**config.mk**
```make
export PLATFORM = sky130hd
export DESIGN_NAME = instr_prefetch_queue
export DESIGN_NICKNAME = d
export VERILOG_FILES = /design/src/rtl/instr_prefetch_queue.sv
export SDC_FILE = /design/constraint.sdc
export NUM_CORES = 1
export LEC_CHECK = 0
export BUFFER_PORTS_ARGS = -buffer_cell sky130_fd_sc_hd__buf_2
export CAP_MARGIN = 10
export CELL_PAD_IN_SITES_DETAIL_PLACEMENT = 1
export CELL_PAD_IN_SITES_GLOBAL_PLACEMENT = 1
export CORE_MARGIN = 2
export CORE_UTILIZATION = 30
export DETAILED_ROUTE_END_ITERATION = 12
export PLACE_DENSITY_LB_ADDON = 0.1
export SLEW_MARGIN = 15
export SYNTH_ARGS = -nofsm -noshare
export SYNTH_HDL_FRONTEND = slang
export SYNTH_SLANG_ARGS = --single-unit
```
**constraint.sdc**
```tcl
create_clock -name clk -period 5.91 [get_ports clk]
set_clock_uncertainty 0.1 [all_clocks]
set_input_delay 0.2955 -clock clk [delete_from_list [all_inputs] [get_ports clk]]
set_output_delay 0.2955 -clock clk [all_outputs]
set_load 0.05 [all_outputs]
```
**src/rtl/instr_prefetch_queue.sv**
```systemverilog
// Instruction prefetch queue between instruction memory and decode.
// Buffers up to DEPTH {pc, instruction} pairs in FIFO order. The head entry is
// shown combinationally to decode, and flush discards every buffered word on a
// redirect.
module instr_prefetch_queue #(
    parameter int DATA_W = 32,
    parameter int PC_W   = 32,
    parameter int DEPTH  = 4,
    parameter int CNT_W  = $clog2(DEPTH + 1)
) (
    input  logic              clk,
    input  logic              rst_n,
    input  logic              flush,
    input  logic              in_valid,
    input  logic [DATA_W-1:0] in_data,
    input  logic [PC_W-1:0]   in_pc,
    output logic              in_ready,
    output logic              out_valid,
    output logic [DATA_W-1:0] out_data,
    output logic [PC_W-1:0]   out_pc,
    input  logic              out_ready,
    output logic [CNT_W-1:0]  count
);

    localparam int PTR_W = $clog2(DEPTH);

    logic [DATA_W-1:0] data_mem [DEPTH];
    logic [PC_W-1:0]   pc_mem   [DEPTH];
    logic [PTR_W-1:0]  wr_ptr;
    logic [PTR_W-1:0]  rd_ptr;
    logic              push;
    logic              pop;

    // A full queue refuses words even if the head leaves this cycle; there is no pass-through
    assign in_ready  = !flush && (count < CNT_W'(DEPTH));
    assign out_valid = (count != '0);
    assign push      = in_valid && in_ready;
    assign pop       = out_valid && out_ready && !flush;

    // Head presentation, forced to zero while empty so stale storage never leaks out
    always_comb begin
        out_data = '0;
        out_pc   = '0;
        if (out_valid) begin
            out_data = data_mem[rd_ptr];
            out_pc   = pc_mem[rd_ptr];
        end
    end

    // Entry storage carries no reset; only accepted words are written
    always_ff @(posedge clk) begin
        if (push) begin
            data_mem[wr_ptr] <= in_data;
            pc_mem[wr_ptr]   <= in_pc;
        end
    end

    // Pointer and occupancy bookkeeping; reset and flush both empty the queue
    always_ff @(posedge clk) begin
        if (!rst_n || flush) begin
            wr_ptr <= '0;
            rd_ptr <= '0;
            count  <= '0;
        end else begin
            if (push) begin
                wr_ptr <= wr_ptr + 1'b1;
            end
            if (pop) begin
                rd_ptr <= rd_ptr + 1'b1;
            end
            case ({push, pop})
                2'b10:   count <= count + CNT_W'(1);
                2'b01:   count <= count - CNT_W'(1);
                default: count <= count;
            endcase
        end
    end

endmodule

```
Yosys cells after proc, flatten, opt, wreduce, memory -nomap -nowiden

Memory sizes are Yosys's and may differ from the RTL's. A register that Yosys moved wholly into a read port is not among the register bits.
Index checks and enable logic that the tools add are counted.

$add $sub $neg: 4
$lt $le $gt $ge: 1
Equality and inequality tests: 2
Mux-type cells: 9
Reductions and logical operators: 9

Operator list:

| cell                                              | number |
|---|---|
| 2-to-1 mux 32 bit                                 | 2 |
| 2-to-1 mux 2 bit                                  | 4 |
| one-hot mux 3 bit (2 select lines)                | 1 |
| adder 2 x 1 -> 2 bit, second input constant       | 2 |
| logical AND 1 bit                                 | 4 |
| adder 3 x 1 -> 3 bit, second input constant       | 1 |
| less-than comparator 3 bit, second input constant | 1 |
| nonzero test 3 bit                                | 1 |
| subtractor 3 x 1 -> 3 bit, second input constant  | 1 |
| == test 2 x 1 -> 1 bit, second input constant     | 1 |
| == test 2 bit, second input constant              | 1 |
| logical NOT 1 bit                                 | 2 |
| 2-to-1 mux 1 bit                                  | 2 |
| nonzero test 2 bit                                | 1 |
| logical OR 1 bit                                  | 1 |

Register bits: 7
RAM bits: 256
Input port bits: 69
Output and inout bits: 69
Logic and storage cells: 30
Memories: 2

Memory list:

| memory   | words | bits a word | read ports | clocked after memory_dff | wr ports | line | RTL |
|---|---|---|---|---|---|---|---|
| data_mem | 4     | 32          | 1          | 1                        | 1        | 27   | `logic [DATA_W-1:0] data_mem [DEPTH];` |
| pc_mem   | 4     | 32          | 1          | 1                        | 1        | 28   | `logic [PC_W-1:0] pc_mem [DEPTH];` |

Logic depth before layout (Yosys ltp)

Word-level depth: 5
Gate-level depth with buffers: 8
Mapped depth without buffers: 8

Least setup slack after synthesis

Ideal clock, no wire load.

Path type: reg2reg
From: register count[2]
To: memory data_mem[0][0] (enable)
Setup time: 0.429 ns
Data arrival time: 2.507 ns
Data required time: 5.381 ns
Slack: 2.875 ns
Stages on the path, launching flop included: 3
Buffers on the path: 0
Period minus slack after synthesis: 3.035 ns
Cell sequence: dfxtp_1 > nor3b_2 > and2_1

Cells in the longest elaborated chain, start to end: 5

RTL lines:

| what                                   | line | RTL |
|---|---|---|
| start: declaration                     | 22   | `output logic [CNT_W-1:0] count` |
| start signal: assignment               | 72   | `2'b10: count <= count + CNT_W'(1);` |
| start signal: assignment               | 73   | `2'b01: count <= count - CNT_W'(1);` |
| start signal: assignment               | 74   | `default: count <= count;` |
| less-than comparator 3 bit             | 35   | `assign in_ready = !flush && (count < CNT_W'(DEPTH));` |
| logical AND 1 bit                      | 35   |  |
| logical AND 1 bit                      | 37   | `assign push = in_valid && in_ready;` |
| 2-to-1 mux 1 bit                       | 52   | `if (push) begin` |
| 2-to-1 mux 1 bit (not written as such) | 53   | `data_mem[wr_ptr] <= in_data;` |
| end: declaration                       | 27   |  |

Every way passes these cells.

==> out/metrics.json <==
{
  "grt.overflow.total": 0,
  "detail_route.vias_per_cell": 4.44,
  "arrival_ns": 3.14,
  "num_rows": 67,
  "ff2ff_path_depth": 3,
  "drt_wl_total_mm": 22.1,
  "global_route_usage_over_all_layers_pct": 12.6,
  "detailedPlace.worstSlack_ns": 2.78,
  "drcViolationCount": 0,
  "worst_setup_hold_path_clk_slew_ns": 0.06,
  "vdd_ir_drop_max_uv": 182,
  "finalSetupViolCount": 0,
  "leakage_nw": 4.45,
  "max_stage_delay_ns": 0.98,
  "mappedNetlistArea_mm2": 0.0102,
  "die_w_um": 188,
  "timing.critical_path.to_type": "primary output",
  "layout.cells.most_common": "sky130_fd_sc_hd__edfxtp_1",
  "outcome": "complete, no violations",
  "clock_tree.root_cell": "sky130_fd_sc_hd__clkbuf_16",
  "layout_common_cells": "256 x sky130_fd_sc_hd__edfxtp_1, 137 x sky130_fd_sc_hd__buf_2, 64 x sky130_fd_sc_hd__and2_1, 64 x sky130_fd_sc_hd__dlygate4sd3_1, 60 x sky130_fd_sc_hd__mux4_2",
  "power_density_mw_per_mm2": 322,
  "worstPathCellList": "buf_4 > mux4_2 > and2_1 > buf_2",
  "route.vias.total": 5055,
  "power_mw": 4.17,
  "area.growth.synth_to_final_pct": 26.7,
  "nNetsFinal": 747,
  "grt_max_degree": 66,
  "seq_area_mm2": 0.00788,
  "drt-initial-drc-count": 205,
  "cts_resized": 0,
  "drt-pass1-iter-count": 4,
  "fraction_of_final_layout_cells_sized_beyond_drive_strength_1_pct": 36.5,
  "synth.lib_cells_used.distinct": 24,
  "timing.final.hold_violations": 0,
  "hpwlAfterDp_mm": 12.3,
  "clock.fmax_ghz": 0.283,
  "grt_first_pass_wirelength_mm": 34.1,
  "synth_seq_area_share_pct": 77.1,
  "synth_area_leaders": "sky130_fd_sc_hd__edfxtp_1 75%, sky130_fd_sc_hd__mux4_2 13%, sky130_fd_sc_hd__and2_1 4.2%",
  "route.detailed.wl_per_inst_um": 19.4,
  "slowest_stage_cell_crit_path": "sky130_fd_sc_hd__dfxtp_4",
  "tritoncts": "yes",
  "clkLatencyLatePin_ns": 0.53,
  "final_max_slew_viols": 0,
  "postSynthRegisterBits": 265,
  "core-area_mm2": 0.0335,
  "buffer_ports.inserted": 137,
  "htree_levels": 1,
  "cts-buffers-inserted": 29,
  "crit_required_ns": 5.51,
  "clock-sinks": 265,
  "worstHoldPathCells": 4,
  "synth_top_area_share_pct": 75.3,
  "start_util_pct": 30.4,
  "clock_path_buffers": 3,
  "top_level_ports": 138,
  "rsz_0062_raised_after_global_routing": "false",
  "floorplan.die_area_mm2": 0.0355,
  "setup-tns-final_ns": 0,
  "postCtsSetupBuffers": 0,
  "critical_path_peak_fanout": 43,
  "layout_min_cycle_time_ns": 3.53,
  "timing_worst_setup_path_type": "flip-flop to primary output",
  "synth_top_area_cell": "sky130_fd_sc_hd__edfxtp_1",
  "synth.net_count": 531,
  "multi_input_comb_area_mm2": 0.00213,
  "timing.max_cap.violations": 0,
  "worst_path_dominant_cell_family": "flip-flops",
  "synth.yosys.warnings": 0,
  "grt_pass1_vias": 5666,
  "grt_antenna_before_repair": 0,
  "fin_util_pct": 38.6,
  "synth_area_per_cell_um2": 22.4,
  "timing.critical_path.from_type": "flip-flop",
  "worst_pin_slew_ns": 1.07,
  "die_height_um": 188,
  "synth_cells": 456,
  "post-route-worst-setup-slack_ns": 2.38,
  "cp.depth": 4,
  "gp_congestion": 0.660,
  "route.antenna.remaining_nets": 0,
  "slew_margin_rel_pct": 28.5,
  "min-delay-path-class": "input pin to flip-flop",
  "antenna_cells": 0,
  "hold_buffers": 64,
  "post-route-period-util_pct": 59.8,
  "final.fill_count": 3326,
  "crit_buf_inv": 2
}
## Yosys cell counts
cell	count
sky130_fd_sc_hd__a21oi_1	2
sky130_fd_sc_hd__and2_1	68
sky130_fd_sc_hd__buf_12	6
sky130_fd_sc_hd__buf_2	7
sky130_fd_sc_hd__buf_6	1
sky130_fd_sc_hd__clkbuf_1	7
sky130_fd_sc_hd__clkbuf_2	1
sky130_fd_sc_hd__dfxtp_1	9
sky130_fd_sc_hd__edfxtp_1	256
sky130_fd_sc_hd__fa_1	1
sky130_fd_sc_hd__ha_1	5
sky130_fd_sc_hd__inv_1	6
sky130_fd_sc_hd__mux2i_1	1
sky130_fd_sc_hd__mux4_1	4
sky130_fd_sc_hd__mux4_2	60
sky130_fd_sc_hd__nand2b_1	1
sky130_fd_sc_hd__nor2_1	10
sky130_fd_sc_hd__nor3b_2	1
sky130_fd_sc_hd__o21ai_0	1
sky130_fd_sc_hd__o311ai_0	1
sky130_fd_sc_hd__o31ai_1	1
sky130_fd_sc_hd__or3_1	2
sky130_fd_sc_hd__xnor2_1	1
sky130_fd_sc_hd__xor2_1	4
## layout make-up
cell class	count	area share, %
well taps	448	4.33
inverters	6	0.174
flip-flops and latches	265	60.9
multi-input cells	163	16.5
clock inverters	15	1.76
clock buffers	35	5.78
repair buffers	207	10.6
## path summary, 6_finish.rpt
path / startpoint / endpoint / slack [ns]
setup / recovery: flip-flop / out_pc[4] / 2.38
hold / removal: out_ready / flip-flop / 0.07
setup reg to reg: count[2] / data_mem[2][20] / 3.31
hold reg to reg: rd_ptr[1] / rd_ptr[1] / 0.44
## logic make-up after synthesis
| kind of cell | count (synthesis) | share of synthesized area (%) |
|---|---|---|
| buffers and inverters | 28 | 2.16 |
| flip-flops | 265 | 77.1 |
| AO/OA/AOI/OAI | 5 | 0.306 |
| multiplexers | 65 | 14.4 |
| XOR/XNOR | 5 | 0.429 |
| adder cells (fa/ha/maj) | 6 | 0.809 |
| AND/OR/NAND/NOR | 82 | 4.84 |
## stage by stage
stage               hold slack, ns  cells  area (um^2)
finish                      0.0732   1139        12900
global route                0.0987   1139        12900
CTS                         0.0540   1139        12900
detailed placement           0.413   1025        11300
global placement             0.399   1025        11300
floorplan                    0.294    456        10200
## worst register-to-register path: cells and delay by family (launching register included)
kind | cells | cell delay (ns)
and+or+nand+nor | 2 | 1.14
buffers and inverters | 1 | 0.59
DFF | 1 | 0.38
## registers in the layout (all words and copies together) (netlist names), named ones only
| signal | count |
|---|---|
| data_mem | 128 |
| count | 3 |
| wr_ptr | 2 |
| rd_ptr | 2 |
| pc_mem | 128 |
## routing by layer
metal | global-route usage, % | routed length [um]
met1 | 16.3 | 9610
met2 | 22.0 | 11200
met3 | 2.10 | 940
met4 | 3.22 | 376
met5 | 0 | 0
## power by group
group	total (mW)	switching, mW	internal [mW]	leakage, nW
logic	0.218	0.129	0.0886	1.58
clock network	1.85	0.697	1.16	0.474
registers	2.10	0.00888	2.09	2.40
total	4.17	0.835	3.33	4.45
(Power assumes the default switching activity.)
